[src/rtl/operand_sequencer.sv]
// operand_sequencer: holds one operand set (a, b, c) and sweeps selector s from 0 to smax.
// Optional macro SEQ_SMAX_CLAMP_EN limits the latched sweep limit to 7.
//
// Ports:
//   clk, rst_n          clock, asynchronous active-low reset
//   in_valid / in_ready operand-set handshake; in_ready high only in IDLE
//   in_a, in_b, in_c    operands loaded on accept
//   in_smax             inclusive last selector value of the sweep
//   abort               synchronous sweep cancel; wins over a beat and over an accept
//   a, b, c, s          registered operands and selector to the mux stage
//   out_valid/out_ready output beat handshake
//   done                one-cycle pulse after the final beat of a sweep
module operand_sequencer #(
    parameter int WIDTH = 4
) (
    input  logic             clk,
    input  logic             rst_n,
    input  logic             in_valid,
    output logic             in_ready,
    input  logic [WIDTH-1:0] in_a,
    input  logic [WIDTH-1:0] in_b,
    input  logic [WIDTH-1:0] in_c,
    input  logic [WIDTH-1:0] in_smax,
    input  logic             abort,
    output logic [WIDTH-1:0] a,
    output logic [WIDTH-1:0] b,
    output logic [WIDTH-1:0] c,
    output logic [WIDTH-1:0] s,
    output logic             out_valid,
    input  logic             out_ready,
    output logic             done
);

    typedef enum logic {
        IDLE,
        SWEEP
    } state_t;

    state_t           state, state_n;
    logic [WIDTH-1:0] smax, smax_n, lim;
    logic [WIDTH-1:0] a_n, b_n, c_n, s_n;
    logic             done_n;
    logic             beat, last;

`ifdef SEQ_SMAX_CLAMP_EN
    // Selector values of 8 and above select nothing defined in the mux stage.
    assign lim = (in_smax > WIDTH'(7)) ? WIDTH'(7) : in_smax;
`else
    assign lim = in_smax;
`endif

    // Both handshake outputs depend on the state register only.
    assign in_ready  = (state == IDLE);
    assign out_valid = (state == SWEEP);
    assign beat      = out_valid && out_ready;
    // Equality ends the sweep, so smax = all-ones never wraps s.
    assign last      = (s == smax);

    always_comb begin
        state_n = state;
        a_n     = a;
        b_n     = b;
        c_n     = c;
        s_n     = s;
        smax_n  = smax;
        done_n  = 1'b0;
        unique case (state)
            IDLE: begin
                if (in_valid && !abort) begin
                    a_n     = in_a;
                    b_n     = in_b;
                    c_n     = in_c;
                    s_n     = '0;
                    smax_n  = lim;
                    state_n = SWEEP;
                end
            end
            SWEEP: begin
                if (abort) begin
                    state_n = IDLE;
                end else if (beat) begin
                    if (last) begin
                        state_n = IDLE;
                        done_n  = 1'b1;
                    end else begin
                        s_n = s + 1'b1;
                    end
                end
            end
            default: state_n = IDLE;
        endcase
    end

    always_ff @(posedge clk or negedge rst_n) begin
        if (!rst_n) begin
            state <= IDLE;
            a     <= '0;
            b     <= '0;
            c     <= '0;
            s     <= '0;
            smax  <= '0;
            done  <= 1'b0;
        end else begin
            state <= state_n;
            a     <= a_n;
            b     <= b_n;
            c     <= c_n;
            s     <= s_n;
            smax  <= smax_n;
            done  <= done_n;
        end
    end

endmodule

[config.mk]
export PLATFORM = sky130hd
export DESIGN_NAME = operand_sequencer
export DESIGN_NICKNAME = d
export VERILOG_FILES = /design/src/rtl/operand_sequencer.sv
export SDC_FILE = /design/constraint.sdc
export NUM_CORES = 1
export LEC_CHECK = 0
export ABC_CLOCK_PERIOD_IN_PS = 1800
export BUFFER_PORTS_ARGS = -buffer_cell sky130_fd_sc_hd__buf_2
export CAP_MARGIN = 20
export CORE_MARGIN = 3
export CORE_UTILIZATION = 35
export CTS_CLUSTER_SIZE = 28
export DETAILED_ROUTE_END_ITERATION = 6
export GPL_ROUTABILITY_DRIVEN = 1
export HOLD_SLACK_MARGIN = 0.06
export PLACE_DENSITY_LB_ADDON = 0.1
export SYNTH_ARGS = -nofsm -noshare
export SYNTH_HDL_FRONTEND = slang
export SYNTH_SLANG_ARGS = --single-unit
[constraint.sdc]
create_clock -name clk -period 1.8 [get_ports clk]
set_clock_uncertainty 0.15 [all_clocks]
set_input_delay 0.36 -clock clk [delete_from_list [all_inputs] [get_ports clk]]
set_output_delay 0.36 -clock clk [all_outputs]
set_load 0.005 [all_outputs]
After elaboration in Yosys (flattened, before gate mapping)
Cells that the tools add are included.
{ "totals": {"register_bits": 22, "inputBits": 21, "output_inout_bits": 19, "elab_cells": 33} }
{ "classes": {"n_addsub": 1, "eq_ne": 5, "mux": 14, "bitwise": 1, "n_reduce_logical": 5} }
{ "ops": {"columns": ["op", "count"], "rows": [
  ["2-to-1 mux 4 bit", 4],
  ["2-to-1 mux 1 bit", 8],
  ["case mux 4 bit (2 select lines)", 1],
  ["adder 4 x 1 -> 4 bit, second input constant", 1],
  ["equality test 4 bit", 1],
  ["inequality test 2 x 1 -> 1 bit, second input constant", 2],
  ["inequality test 2 bit, second input constant", 2],
  ["AND reduction 4 bit", 1],
  ["logical AND 1 bit", 2],
  ["case mux 1 bit (2 select lines)", 1],
  ["AND reduction 2 bit", 1],
  ["zero test 1 bit", 1],
  ["inverter 1 bit", 1]
]} }

Logic depth before layout (Yosys ltp)
{ "depth": {"depth_word": 5, "ltp_mapped": 5, "depth_no_buf": 4} }

Least setup slack after synthesis
Ideal clock, no wire load.
{ "synth_timing": {"path_type": "register to register", "from": "reg state (netlist: out_valid)", "to": "reg a[0]", "setup_time_ns": 0.128, "arrival_ns": 1.274, "t_required_ns": 1.522, "setup_slack_ns": 0.248, "path_stages_with_launch": 5, "path_buffers": 1, "synth_period_minus_slack_ns": 1.552, "cell_sequence": "dfrtp_1 > nand2b_1 > nor2_4 > buf_4 > mux2_1"} }
{ "synth_between": {"elab_chain_cells": 2} }
{ "synth_lines": {"columns": ["element", "line_no", "text"], "rows": [
  ["start, declared", "39", "state_t state, state_n;"],
  ["start signal, assigned", "104", "state <= state_n;"],
  ["inverter 1 bit (no line)", null, null],
  ["AND reduction 2 bit (no line)", null, null],
  ["end signal, assigned", "105", "a <= a_n;"],
  ["end, declared", "25", "output logic [WIDTH-1:0] a,"]
]} }
Every way passes these cells.
A chain may end at the register's enable or synchronous reset.

Final worst setup path
{ "layout_timing": {"from": "reg state (netlist: out_valid)", "to": "out in_ready"} }
{ "layout_between": {"elab_chain_cells": 1} }
{ "layout_lines": {"columns": ["element", "line_no", "text"], "rows": [
  ["inverter 1 bit (no line)", null, null],
  ["end, declared", "19", "output logic in_ready,"]
]} }
Every way passes these cells.

==> impl_metrics.toml <==
[status]
status = "finished, final reports clean"

[setup_path]
worstPathArrival_ns = 1.13
timing.rr.end = "s[2]"
crit_path_top_delay_cell = "dfrtp_1"
end_kind = "output port"
path_class = "flip-flop to output port"
path_delay_family = "flip-flops"
timing.rr.start = "s[2]"
rrSetupSlack_ns = 0.20
max_stage_delay_ns = 0.43
path_max_fanout = 10
reg2regPathDepth = 4
crit_buf_inv = 3
worstSetupStartpointType = "flip-flop"
cp_cell_sequence = "buf_4 > inv_1 > buf_2"
crit_required_ns = 1.29

[timing]
tns_ns = 0
fmax_ghz = 0.608
setup_viol = 0
rsz0062_at_grt = "no"
drv_slew = 0
fin_crit_ns = 1.64
maxSlewHeadroom_pct = 67.9
period_share_pct = 91.4
timing.final.ws_setup_ns = 0.155
worst_slew_pin_slew_ns = 0.482
final_hold_viol_count = 0

[synthesis]
yosys.area_share.simple_pct = 14.5
synth_common_cells = "dfrtp_1, mux2_1, nand2_1"
synth_compound_area_share_pct = 6.47
synth_area_leaders = "dfrtp_1, mux2_1, xnor2_2, nand3_1, nand2_1"
ys.warnings.count = 0
synthMuxAreaShare_pct = 17.3
synth-seq-area-share_pct = 52.8
synth_ff_type = "dfrtp_1"
synth_xor_area_share_pct = 6.24
yosysTopAreaCellShare_pct = 52.8
synth-seq-cells = 22
synthCells = 78
ys_async_sr_fraction_pct = 100
avgSynthCellArea_sq_um = 13.4
synth_nets = 100
synth_top_family_by_area = "multiplexers"
mappedNetlistArea_sq_um = 1040
yosys.area_share.adder_pct = 1.20
synth_most_common_cell = "dfrtp_1"
yosysUniqueCellTypes = 24
yosys.area.top_type = "dfrtp_1"
synth_edf_count = 0

[grt]
grt_pass1_wl_microns = 3430
grt-ovfl-total = 0
antenna_found_initial = 0
gr-usage-all-layers_pct = 12.6
grt_max_degree = 23
grt_pass1_vias = 767

[clock_network]
ctsHtreeMaxLevel = 1
insertion_delay_ns = 0.31
clock_path_buffers = 2
cts_made_buffers = 3
clock_sink_count = 22
post-cts-setup-buffers = 0
cts_hold_repair.buffers = 1
path_clk_slew_ns = 0.12
cts-resized-gates = 0
cts_tree = "done"
clock-root-buffer = "clkbuf_4"

[detailed_routing]
wl_microns = 1910
vias = 782
dr.pass1.iters = 4
antenna_left = 0
wl_met1_microns = 857
dr.max_layer_used = "met4"
drt_iter0_drc = 36
route.met2.wl_microns = 912
remaining_drc_errors = 0
met3WireLength_microns = 128
wl_per_cell_microns = 12.4
vias_per_cell = 5.08

[placed_design]
io_buffers = 39
place.gp.congestion = 0.822
pre_cts_ws_ns = 0.211
dpl.hpwl_microns = 1490

[finish]
nets = 146
final_layout_size_suffix_gt1_share_pct = 44.7
fillers = 265
syn_to_final_growth_pct = 30.6
finish.utilization_pct = 48.6
antenna_cells = 0

[min_path]
min_path_type = "primary input to flip-flop"
whs_path_depth = 2
hold_path_startpoint = "in_smax[2]"
hold_path_end = "smax[2]"

[job]
max_cap_viol_count = 0

[power_and_ir_drop]
p_per_area_nw_per_um2 = 1230
ir_worst_vdd_uv = 629
cellLeakagePower_nw = 0.648

[floorplanning]
die_area_sq_um = 3670
rows = 19
ios = 40
die_y_microns = 60.6
start_util_pct = 37.2
die_w_microns = 60.6
core_area_sq_um = 2810
==> sequential cells by signal, summed over array words and instances, names as in the netlist <==
register / cells
a: 4
b: 4
c: 4
done: 1
out_valid: 1
s: 4
smax: 4
==> metal layers <==
layer,vias to the layer above,GRT usage [%]
met5,-,0
met4,0,2.79
met3,2,4.89
met2,25,20.0
met1,379,16.3
li1,376,-
==> final cells by class <==
type | count | area (sq um) | share of cell area, %
inverter | 1 | 3.75 | 0.275
sequential | 22 | 551 | 40.4
clock buffer | 3 | 22.5 | 1.65
clock inverter | 1 | 30.0 | 2.20
timing repair buffer | 43 | 240 | 17.6
multi-input combinational | 53 | 477 | 35.0
tap | 31 | 38.8 | 2.85
==> power breakdown <==
part           switching (W)  internal, W
combinational       0.000250     0.000305
clock               0.000152     0.000225
sequential          0.000129     0.000611
total               0.000531      0.00114
==> cell usage in the layout, fill, tap and decap left out, drive strengths merged, types with 3 or more instances in the layout <==
master | Yosys | routed
dfrtp | 22 | 22
nand2 | 7 | 7
clkbuf | 0 | 3
xnor2 | 4 | 4
mux2 | 16 | 16
nand3 | 6 | 6
nand4 | 4 | 4
buf | 2 | 42
==> per-stage QoR <==
stage / cell area (sq um) / hold WS, ns / power, W / cells
detailed placement: 1300 / 0.207 / 0.00131 / 149
CTS: 1360 / 0.0911 / 0.00170 / 154
floorplan: 1040 / -0.0856 / 0.00109 / 78
global route: 1360 / 0.0696 / 0.00182 / 154
finish: 1360 / 0.104 / 0.00167 / 154
global placement: 1300 / 0.209 / 0.00130 / 149
==> how the worst max path moves through the flow <==
stage / depth (start not counted) / to / start
2_1_floorplan: 4 / a[0] / out_valid
3_3_place_gp: 4 / s[2] / s[0]
3_5_place_dp: 4 / s[2] / s[2]
4_1_cts: 3 / in_ready / out_valid
5_1_grt: 3 / in_ready / out_valid
6_report: 3 / in_ready / out_valid
==> cell families after synthesis <==
| logic type | Yosys count |
|---|---|
| DFF | 22 |
| and+or+nand+nor | 23 |
| adders and majority gates | 1 |
| xor gates and xnor gates | 4 |
| buffers and inverters | 3 |
| muxes | 16 |
| AOI/OAI and AO/OA | 9 |
Note: power is estimated with default switching activity, not from simulation.
